File: config.mk
export PLATFORM = sky130hd
export DESIGN_NAME = tdc_result_averager
export DESIGN_NICKNAME = d
export VERILOG_FILES = /design/src/rtl/tdc_pkg.sv /design/src/rtl/tdc_serializer.sv /design/src/rtl/tdc_result_averager.sv
export SDC_FILE = /design/constraint.sdc
export NUM_CORES = 1
export LEC_CHECK = 0
export BUFFER_PORTS_ARGS = -buffer_cell sky130_fd_sc_hd__buf_2
export CAP_MARGIN = 20
export CELL_PAD_IN_SITES_DETAIL_PLACEMENT = 1
export CELL_PAD_IN_SITES_GLOBAL_PLACEMENT = 1
export CORE_MARGIN = 2
export CORE_UTILIZATION = 40
export CTS_CLUSTER_DIAMETER = 150
export DETAILED_ROUTE_END_ITERATION = 7
export GPL_TIMING_DRIVEN = 0
export PLACE_DENSITY = 0.79
export SYNTH_ARGS = -nofsm -noshare
export SYNTH_HDL_FRONTEND = slang
export SYNTH_SLANG_ARGS = --single-unit
File: constraint.sdc
create_clock -name clk -period 3.3 [get_ports clk]
set_clock_uncertainty 0.05 [all_clocks]
set_input_delay 0.165 -clock clk [delete_from_list [all_inputs] [get_ports clk]]
set_output_delay 0.165 -clock clk [all_outputs]
set_load 0.05 [all_outputs]
File: src/rtl/tdc_pkg.sv
`default_nettype none
// +----------------------------------------------------------------------------+
// | Module   : tdc_pkg                                                         |
// | Purpose  : Shared definitions for the TDC result path: averager state      |
// |            encoding, default measurement width and a sizing helper.        |
// | Revision : 1.0 - initial release                                           |
// +----------------------------------------------------------------------------+
package tdc_pkg;

  // Measurement width shared with the TDC measurement controller.
  localparam int C_COUNT_TIME_BITS = 16;

  // Largest supported averaging exponent (256 samples per result).
  localparam int C_AVG_LOG2_MAX = 8;

  typedef enum logic [0:0] {
    ACCUM = 1'b0,
    HOLD  = 1'b1
  } avg_state_t;

  // Sample counter needs at least one bit even when no averaging is done.
  function automatic int cnt_width(input int avg_log2);
    return (avg_log2 < 1) ? 1 : avg_log2;
  endfunction

endpackage
`default_nettype wire

File: src/rtl/tdc_serializer.sv
`default_nettype none
// +----------------------------------------------------------------------------+
// | Module   : tdc_serializer                                                  |
// | Purpose  : Strobe-driven MSB-first parallel-to-serial shifter for readout  |
// |            words.                                                          |
// | Ports    : clk       - clock, rising edge                                  |
// |            rst       - asynchronous reset, active low                      |
// |            load      - load request (caller qualifies when loading legal)  |
// |            load_data - word to shift out                                   |
// |            shift     - one bit per asserted cycle while busy               |
// |            sdo       - serial data, shift-register MSB                     |
// |            busy      - transfer in progress                                |
// | Revision : 1.0 - initial release                                           |
// +----------------------------------------------------------------------------+
module tdc_serializer #(
  parameter int WIDTH = 16
) (
  input  logic             clk,
  input  logic             rst,
  input  logic             load,
  input  logic [WIDTH-1:0] load_data,
  input  logic             shift,
  output logic             sdo,
  output logic             busy
);

  localparam int                 C_CNT_W = $clog2(WIDTH + 1);
  localparam logic [C_CNT_W-1:0] C_FULL  = C_CNT_W'(WIDTH);
  localparam logic [C_CNT_W-1:0] C_ONE   = C_CNT_W'(1);

  logic [WIDTH-1:0]   r_shreg;
  logic [C_CNT_W-1:0] r_bits;
  logic               r_busy;

  always_ff @(posedge clk or negedge rst) begin
    if (!rst) begin
      r_shreg <= '0;
      r_bits  <= '0;
      r_busy  <= 1'b0;
    end else if (load && !r_busy) begin
      r_shreg <= load_data;
      r_bits  <= C_FULL;
      r_busy  <= 1'b1;
    end else if (r_busy) begin
      // Busy is held for one cycle after the last bit is shifted so the
      // final bit-count-zero state is visible before the word is released.
      if (r_bits == '0) begin
        r_busy <= 1'b0;
      end else if (shift) begin
        r_shreg <= r_shreg << 1;
        r_bits  <= r_bits - C_ONE;
      end
    end
  end

  assign sdo  = r_shreg[WIDTH-1];
  assign busy = r_busy;

endmodule
`default_nettype wire

File: src/rtl/tdc_result_averager.sv
`default_nettype none
// +----------------------------------------------------------------------------+
// | Module   : tdc_result_averager                                             |
// | Purpose  : Captures count_time at the end of each TDC measurement (falling |
// |            edge of running), averages 2^AVG_LOG2 captures and offers the   |
// |            truncated mean on a valid/ack interface plus a serial readout.  |
// | Ports    : clk, rst (async, active low)                                    |
// |            running, count_time      - from measurement controller          |
// |            avg_ack                  - consumer acknowledge                 |
// |            ovr_clr                  - clears sticky overrun                |
// |            ser_load, ser_shift      - serial readout control               |
// |            avg_valid, avg_out       - averaged result                      |
// |            overrun                  - a capture was dropped while holding  |
// |            sdo, ser_busy            - serial readout                       |
// | Revision : 1.0 - initial release                                           |
// +----------------------------------------------------------------------------+
module tdc_result_averager
  import tdc_pkg::*;
#(
  parameter int COUNT_TIME_BITS = C_COUNT_TIME_BITS,
  parameter int AVG_LOG2        = 2
) (
  input  logic                       clk,
  input  logic                       rst,
  input  logic                       running,
  input  logic [COUNT_TIME_BITS-1:0] count_time,
  input  logic                       avg_ack,
  input  logic                       ovr_clr,
  input  logic                       ser_load,
  input  logic                       ser_shift,
  output logic                       avg_valid,
  output logic [COUNT_TIME_BITS-1:0] avg_out,
  output logic                       overrun,
  output logic                       sdo,
  output logic                       ser_busy
);

  // Accumulator carries AVG_LOG2 guard bits so a full set of max-value
  // samples cannot overflow.
  localparam int                 C_ACC_W = COUNT_TIME_BITS + AVG_LOG2;
  localparam int                 C_CNT_W = cnt_width(AVG_LOG2);
  localparam logic [C_CNT_W-1:0] C_LAST  = C_CNT_W'((2 ** AVG_LOG2) - 1);
  localparam logic [C_CNT_W-1:0] C_ONE   = C_CNT_W'(1);

  avg_state_t                 r_state;
  logic                       r_running_d;
  logic [C_ACC_W-1:0]         r_acc;
  logic [C_CNT_W-1:0]         r_cnt;
  logic                       r_avg_valid;
  logic [COUNT_TIME_BITS-1:0] r_avg_out;
  logic                       r_overrun;

  logic                       w_capture;
  logic [C_ACC_W-1:0]         w_sum;
  logic [COUNT_TIME_BITS-1:0] w_mean;
  logic                       w_ser_load;
  logic                       w_ser_busy;

  assign w_capture = r_running_d & ~running;
  assign w_sum     = r_acc + C_ACC_W'(count_time);
  // Dropping the low AVG_LOG2 bits is the truncating divide.
  assign w_mean    = w_sum[AVG_LOG2 +: COUNT_TIME_BITS];

  always_ff @(posedge clk or negedge rst) begin
    if (!rst) begin
      r_state     <= ACCUM;
      r_running_d <= 1'b0;
      r_acc       <= '0;
      r_cnt       <= '0;
      r_avg_valid <= 1'b0;
      r_avg_out   <= '0;
      r_overrun   <= 1'b0;
    end else begin
      r_running_d <= running;

      case (r_state)
        ACCUM: begin
          if (w_capture) begin
            if (r_cnt != C_LAST) begin
              r_acc <= w_sum;
              r_cnt <= r_cnt + C_ONE;
            end else begin
              r_avg_out   <= w_mean;
              r_avg_valid <= 1'b1;
              r_acc       <= '0;
              r_cnt       <= '0;
              r_state     <= HOLD;
            end
          end
        end
        HOLD: begin
          // The result must not be released while it is still being
          // shifted out; the consumer re-asserts ack afterwards.
          if (avg_ack && !w_ser_busy) begin
            r_avg_valid <= 1'b0;
            r_state     <= ACCUM;
          end
        end
        default: r_state <= ACCUM;
      endcase

      // A drop in the same cycle as a clear must remain visible.
      if ((r_state == HOLD) && w_capture) begin
        r_overrun <= 1'b1;
      end else if (ovr_clr) begin
        r_overrun <= 1'b0;
      end
    end
  end

  assign w_ser_load = ser_load && (r_state == HOLD);

  tdc_serializer #(
    .WIDTH (COUNT_TIME_BITS)
  ) u_serializer (
    .clk       (clk),
    .rst       (rst),
    .load      (w_ser_load),
    .load_data (r_avg_out),
    .shift     (ser_shift),
    .sdo       (sdo),
    .busy      (w_ser_busy)
  );

  assign avg_valid = r_avg_valid;
  assign avg_out   = r_avg_out;
  assign overrun   = r_overrun;
  assign ser_busy  = w_ser_busy;

endmodule
`default_nettype wire

==> run_results.csv, run 1 <==
group,metric,value,unit
setup_path,worstRegToRegCells,7,
setup_path,max_stage_delay,0.49,ns
die,die_h,96.4,µm
synthesis,synth-simple-area-share,15.0,%
synthesis,synth_edf_count,0,
setup_path,cp-start-kind,"flip-flop",
setup_path,worstPathCellList,"ha_1 -> a211oi_1 -> nor3_2 -> o211ai_1 -> nand3b_1 -> xnor2_1 -> mux2_2",
clocking,clock-root-buffer,"clkbuf_8",
sta,finalMaxSlewViolations,0,
global_route,track_usage,21.1,%
synthesis,yosysWarnings,0,
synthesis,synthCells,342,
min_path,worstHoldPathCells,4,
routing,drc_errors,0,
routing,wl_per_cell,17.5,µm
die,core_area,0.00826,mm²
synthesis,synth_xor_area_share,4.36,%
die,start_util,41.4,%
setup_path,crit_slowest_cell,"a211oi_1",
die,die-area,0.00930,mm²
sta,tightest_slew,0.806,ns
power_and_ir_drop,power_leakage,1.98,nW
layout,area_growth_syn_to_layout,17.2,%
place,place_area,0.00376,mm²
routing,drt-initial-drc-count,162,
layout,nets,441,
run_status,status,"completed",
die,fp-row-count,33,
setup_path,r2r_end,"avg_out[13]$_DFFE_PN0P_",
routing,wl,8910,µm
setup_path,crit_start,"r_acc[1]$_DFFE_PN0P_",
power_and_ir_drop,powerDensity,1040,mW/mm²
min_path,hp-class,"in2reg",
synthesis,synth_cell_type_count,59,
die,ioPinCount,43,
synthesis,synth_top_family_by_area,"compound AO/OA/AOI/OAI gates",
setup_path,cp-end-kind,"flip-flop",
clocking,cts.sinks,62,
routing,via_per_inst,5.44,
place,dp_hpwl,6530,µm
routing,ant_nets,0,
clocking,cts_tree,"built",
clocking,clk_pin_slew_worst_paths,0.07,ns
sta,timing.fmax,403,MHz
global_route,grt_first_pass_wirelength,14600,µm
setup_path,critical_path_class,"reg2reg",
global_route,grt_pass1_vias,2962,
setup_path,critPathRequiredTime,3.48,ns
synthesis,seq_area_frac_synth,45.4,%
sta,fin_crit,2.48,ns
setup_path,rrSetupSlack,0.82,ns
sta,setup-tns-final,0,ns
sta,finalSetupViolations,0,
clocking,cts_inserted_buffers,9,
clocking,cts_buffer_depth,2,
power_and_ir_drop,vdd_ir_drop_max,312,µV
layout,final_area,0.00401,mm²
place,gp_congestion,0.824,
synthesis,syn-num-nets,385,
setup_path,timing.rr.start,"r_acc[1]$_DFFE_PN0P_",
sta,period_share,75.2,%
routing,first_pass_iters,4,
setup_path,crit_fanout,3,
synthesis,synth-compound-area-share,17.4,%
global_route,grt_remaining_overflow,0,
routing,num_vias,2765,
setup_path,crit_end,"avg_out[13]$_DFFE_PN0P_",
layout,drive_above_1_share,21.1,%
global_route,antenna_found_initial,0,
synthesis,ys_async_sr_fraction,100,%
synthesis,synthAdderAreaFrac,7.54,%
place,numPortBuffers,42,
sta,max-slew-margin-rel,46.3,%
synthesis,syn_area,0.00342,mm²
layout,n_antenna_cell,0,
sta,final_hold_viol_count,0,
sta,grt_setup_unrepaired,"no",
setup_path,arrival,2.67,ns
die,die_x,96.4,µm
clocking,cts-htree-levels,3,
synthesis,syn_area_per_cell,9.99,µm²
synthesis,muxShareOfSynthArea,6.70,%
synthesis,ys.flop_type,"dfrtp_1",
clocking,clk_latency,0.35,ns
synthesis,ys_seq_elements,62,
flow_run,maxCapViolCount,0,
global_route,grt_max_degree,63,
clocking,cts.repair.resized,0,
## timing repair
item | CTS | global route
hold endpoints to repair | 64 | 0
hold buffers | 3 | 0
setup buffers | 0 | 0
## worst min path at each step
stage | startpoint | endpoint | slack (ns)
6_report | avg_ack | avg_valid$_DFFE_PN0P_ | 0.09
5_1_grt | avg_ack | avg_valid$_DFFE_PN0P_ | 0.09
4_1_cts | avg_ack | avg_valid$_DFFE_PN0P_ | 0.07
3_5_place_dp | rst | u_serializer.r_bits[2]$_DFFE_PN0P_ | 0.26
3_3_place_gp | running | r_running_d$_DFF_PN0_ | 0.26
2_1_floorplan | rst | avg_out[0]$_DFFE_PN0P_ | -0.18
## worst max-delay path: cells and delay by family, from the launching register on
kind	cells	cell delay, ns
AND/OR/NAND/NOR	2	0.32
adder cells (fa/ha/maj)	1	0.30
multiplexers	1	0.28
flip-flops	1	0.39
AO/OA/AOI/OAI	2	0.83
XOR/XNOR	1	0.21
## per-stage QoR
step	hold WS (ns)	power, mW	utilization (%)	std cells	setup WS (ns)
3_3_place_gp	0.260	3.31	45.5	489	0.938
4_1_cts	0.0696	4.20	48.5	508	0.806
3_5_place_dp	0.258	3.42	45.6	489	0.826
2_1_floorplan	-0.181	2.86	-	342	1.18
5_1_grt	0.0889	4.47	48.5	508	0.712
6_report	0.0926	4.17	48.5	508	0.818
## power by group
part	switching [mW]	leakage [nW]	total, mW	internal [mW]
Sequential	0.252	0.784	1.34	1.09
Clock	0.320	0.106	0.744	0.424
Combinational	1.35	1.09	2.08	0.738
Total	1.92	1.98	4.17	2.25
## final cells by class
class	instances	area (µm²)
fillers	973	4250
multi-input cells	253	1750
flip-flops and latches	62	1550
repair buffers	45	243
well taps	105	131
clock buffers	10	128
clock inverters	6	86.3
plain buffers	13	68.8
inverters	14	52.6
## per-layer routing
| metal | part of all wire, % | vias up | track usage [%] |
|---|---|---|---|
| li1 | - | 1325 | - |
| met3 | 3.8 | 7 | 5.12 |
| met5 | 0 | - | 0 |
| met1 | 44 | 1385 | 25.3 |
| met4 | 0.98 | 0 | 5.28 |
| met2 | 51 | 48 | 37.8 |
## cell usage after synthesis, types with 3 or more instances
| cell type | number | share of area [%] |
|---|---|---|
| mux2i_1 | 15 | 4.4 |
| a21o_1 | 4 | 0.88 |
| clkbuf_1 | 7 | 0.77 |
| nand4_1 | 4 | 0.73 |
| o21bai_1 | 3 | 0.66 |
| ha_1 | 19 | 7.0 |
| o211ai_1 | 5 | 1.1 |
| nand3b_1 | 3 | 0.66 |
| nor3_1 | 3 | 0.44 |
| buf_2 | 3 | 0.44 |
| inv_1 | 14 | 1.5 |
| nand2_1 | 59 | 6.5 |
| xnor2_1 | 14 | 3.6 |
| mux2_2 | 7 | 2.3 |
| a22o_1 | 9 | 2.3 |
| o21ai_0 | 24 | 3.5 |
| dfrtp_1 | 62 | 45 |
| xor2_1 | 3 | 0.77 |
| nor2_1 | 15 | 1.6 |
| o31ai_1 | 4 | 0.88 |
| o21ai_1 | 6 | 0.88 |
| and3_1 | 3 | 0.55 |
| a21oi_1 | 13 | 1.9 |
| nand3_1 | 3 | 0.44 |
## state kept, by name, indices dropped and copies added (netlist names)
| register | flops |
|---|---|
| r_acc | 18 |
| avg_out | 16 |
| u_serializer.r_shreg | 16 |
| u_serializer.r_bits | 5 |
| r_cnt | 2 |
| avg_valid | 1 |
| overrun | 1 |
| r_running_d | 1 |
| r_state | 1 |
| u_serializer.busy | 1 |
## kinds of logic (layout without fill, tap and decap cells)
| family | Yosys count | in the layout |
|---|---|---|
| flops | 62 | 62 |
| xor+xnor | 17 | 17 |
| mux | 22 | 22 |
| simple gates | 107 | 107 |
| compound gates | 87 | 87 |
| fa+ha+maj | 20 | 20 |
| buf+inv | 27 | 88 |
## layout by cell type, fill, tap and decap left out, types with 4 or more instances in the layout
master and count:
dfrtp_1 62, nand2_1 59, buf_2 44, o21ai_0 24, ha_1 19, nor2_1 15, mux2i_1 15, inv_1 14
xnor2_1 14, a21oi_1 13, a22o_1 9, clkbuf_8 9, clkbuf_1 8, mux2_2 7, o21ai_1 6, o211ai_1 5
nand4_1 4, a21o_1 4, o31ai_1 4
Power figures use the tool's default switching activity.
==> run 2: changes to the inputs <==
--- a/config.mk
+++ b/config.mk
@@ -14,7 +14,7 @@
 export CTS_CLUSTER_DIAMETER = 150
 export DETAILED_ROUTE_END_ITERATION = 7
 export GPL_TIMING_DRIVEN = 0
-export PLACE_DENSITY = 0.79
+export PLACE_DENSITY = 0.82
 export SYNTH_ARGS = -nofsm -noshare
 export SYNTH_HDL_FRONTEND = slang
 export SYNTH_SLANG_ARGS = --single-unit
==> constraint.sdc (replaced) <==
create_clock -name clk -period 2 [get_ports clk]
set_clock_uncertainty 0.05 [all_clocks]
set_input_delay 0.1 -clock clk [delete_from_list [all_inputs] [get_ports clk]]
set_output_delay 0.1 -clock clk [all_outputs]
set_load 0.05 [all_outputs]
==> run 2 against run 1 <==
  * The flow now finishes with violations (setup timing)
  * Design area increased by 16%
  * Highest routed layer unchanged
  * Routed wire length increased by 28%
  * Final cell count increased by 4.9%
  * Power increased by 100%
  * Non-clock buffer count increased by 25
  * Fmax increased by 5.3%
  * Clock power increased by 100%
  * Count of clock-buffer cells in the layout unchanged
  * Combinational power increased by 120%
  * Die area unchanged
  * Critical path depth unchanged
  * Critical endpoint is now avg_out[14]$_DFFE_PN0P_
==> run_results.csv, run 2 (synthesis gave the netlist of run 1 again) <==
group,metric,value,unit
layout,n_antenna_cell,0,
sta,setup-tns-final,-3.97,ns
power_and_ir_drop,p_clk_share,18.1,%
setup_path,r2r_end,"avg_out[14]$_DFFE_PN0P_",
min_path,hp-class,"in2reg",
clocking,clk_latency,0.36,ns
sta,finalSetupViolations,21,
sta,fin_ws,-0.357,ns
setup_path,rrSetupSlack,-0.36,ns
routing,drc_errors,0,
min_path,min_from,"avg_ack",
run_status,status,"complete, but fails checks",
clocking,cts_buffer_depth,2,
die,die_x,96.4,µm
setup_path,timing.rr.start,"r_acc[9]$_DFFE_PN0P_",
setup_path,arrival,2.53,ns
min_path,min_to,"r_state$_DFF_PN0_",
routing,ant_nets,0,
sta,finalMaxSlewViolations,0,
die,die-area,0.00930,mm²
setup_path,critPathRequiredTime,2.18,ns
setup_path,crit_fanout,5,
global_route,antenna_found_initial,0,
place,dp_hpwl,6820,µm
sta,tightest_slew,0.703,ns
die,core_area,0.00826,mm²
power_and_ir_drop,switching_power,3.78,mW
sta,whs,0.0564,ns
global_route,grt_remaining_overflow,0,
die,fp-row-count,33,
place,numPortBuffers,42,
routing,first_pass_iters,4,
power_and_ir_drop,vdd_ir_drop_max,566,µV
clocking,cts-htree-levels,3,
layout,area_growth_syn_to_layout,36.3,%
power_and_ir_drop,swShare,45.1,%
global_route,grt_max_degree,35,
layout,largest_register_ffs,18,
clocking,cts_tree,"built",
layout,final_cell_mix,"dfrtp_1 (62), nand2_1 (57), buf_2 (45)",
place,place_area,0.00379,mm²
clocking,clk_pin_slew_worst_paths,0.08,ns
power_and_ir_drop,intPower,4.59,mW
layout,largest-register,"r_acc",
die,start_util,41.4,%
layout,layout_commonest_cell,"dfrtp_1",
global_route,grt_pass1_vias,3287,
setup_path,cp-start-kind,"flip-flop",
routing,num_vias,3007,
flow_run,maxCapViolCount,0,
power_and_ir_drop,pwr-share-seq,27.5,%
layout,drive_above_1_share,35.7,%
power_and_ir_drop,powerDensity,1800,mW/mm²
clocking,clock-root-buffer,"clkbuf_8",
setup_path,worstRegToRegCells,7,
power_and_ir_drop,power_frac_comb,54.4,%
setup_path,cp-end-kind,"flip-flop",
global_route,track_usage,23.9,%
layout,nets,466,
routing,drt-initial-drc-count,115,
place,gp_congestion,0.881,
power_and_ir_drop,power_leakage,2.22,nW
routing,wl_per_cell,21.5,µm
global_route,grt_first_pass_wirelength,16700,µm
setup_path,critical_path_class,"reg2reg",
layout,final_area,0.00466,mm²
layout,fill_cells,917,
min_path,worstHoldPathCells,4,
sta,final_hold_viol_count,0,
die,ioPinCount,43,
sta,period_share,118,%
routing,via_per_inst,5.64,
run_status,violations,"setup timing",
clocking,cts.sinks,62,
routing,wl,11400,µm
sta,fin_crit,2.36,ns
sta,grt_setup_unrepaired,"yes",
sta,max-slew-margin-rel,53.2,%
die,die_h,96.4,µm
sta,timing.fmax,424,MHz
clocking,cts_inserted_buffers,9,
## run 2: cell types whose count changed in the layout (fill, tap and decap cells not counted), sizes merged
| cell | change |
|---|---|
| clkinv | -1 |
| buf | +24 |
| clkinvlp | -1 |
| bufinv | +2 |
| clkbuf | +1 |
## run 2: per-stage QoR
| step | power [mW] | worst slack, ns | std cells | util, % |
|---|---|---|---|---|
| 2_1_floorplan | 4.73 | -0.0524 | 342 | - |
| 3_3_place_gp | 5.48 | -0.316 | 489 | 45.7 |
| 3_5_place_dp | 5.68 | -0.324 | 490 | 45.9 |
| 4_1_cts | 7.71 | -0.253 | 516 | 52.9 |
| 5_1_grt | 8.81 | -0.407 | 533 | 56.4 |
| 6_report | 8.37 | -0.357 | 533 | 56.4 |
## run 2: worst max path at each step
stage               slack [ns]                       to                  start  cells after the start
finish                   -0.36  avg_out[14]$_DFFE_PN0P_   r_acc[9]$_DFFE_PN0P_                      7
global route             -0.41  avg_out[14]$_DFFE_PN0P_  r_acc[11]$_DFFE_PN0P_                      8
CTS                      -0.25  avg_out[14]$_DFFE_PN0P_   r_acc[0]$_DFFE_PN0P_                      9
global placement         -0.32  avg_out[13]$_DFFE_PN0P_   r_acc[1]$_DFFE_PN0P_                      7
floorplan                -0.05    r_acc[10]$_DFFE_PN0P_   r_acc[0]$_DFFE_PN0P_                      9
detailed placement       -0.32    r_acc[14]$_DFFE_PN0P_   r_acc[0]$_DFFE_PN0P_                      9
## run 2: timing repair
item / 4_1_cts / 5_1_grt
pin swaps: 19 / 21
hold buffers: 3 / 0
resized for setup: 42 / 30
gates cloned: 0 / 2
endpoints found under the setup margin: 27 / 41
hold endpoints to repair: 30 / 0
setup buffers: 7 / 15
## run 2: per-layer routing
metal	wire, µm	vias to the layer above	track usage (%)
met2	6080	79	42.5
met3	365	23	4.81
met1	4760	1530	28.6
met4	222	0	8.45
li1	-	1375	-
met5	0	-	0
## run 2: critical path, cell delays in order, from the launching register on
cell and delay, ns:
dfrtp_1 0.40, ha_2 0.45, nand4_1 0.15, o221ai_1 0.28, inv_1 0.15, a211oi_2 0.36
nor4_1 0.09, a221o_1 0.29
## run 2: area by class of cell
class / instances / area [µm²] / share of cell area (%)
Clock buffer: 10 / 128 / 2.74
Timing Repair Buffer: 70 / 488 / 10.5
Multi-Input combinational cell: 253 / 2090 / 44.9
Clock inverter: 6 / 134 / 2.87
Inverter: 14 / 52.6 / 1.13
Buffer: 13 / 83.8 / 1.80
Tap cell: 105 / 131 / 2.82
Sequential cell: 62 / 1550 / 33.3
## run 2: power groups by stage
| stage | Combinational, mW | Clock [mW] | Sequential (mW) |
|---|---|---|---|
| 3_3_place_gp | 3.28 | 0 | 2.20 |
| 3_5_place_dp | 3.44 | 0 | 2.24 |
| 6_report | 4.55 | 1.52 | 2.30 |
| 5_1_grt | 4.87 | 1.59 | 2.35 |
| 4_1_cts | 3.95 | 1.52 | 2.24 |
| 2_1_floorplan | 1.98 | 0 | 2.75 |
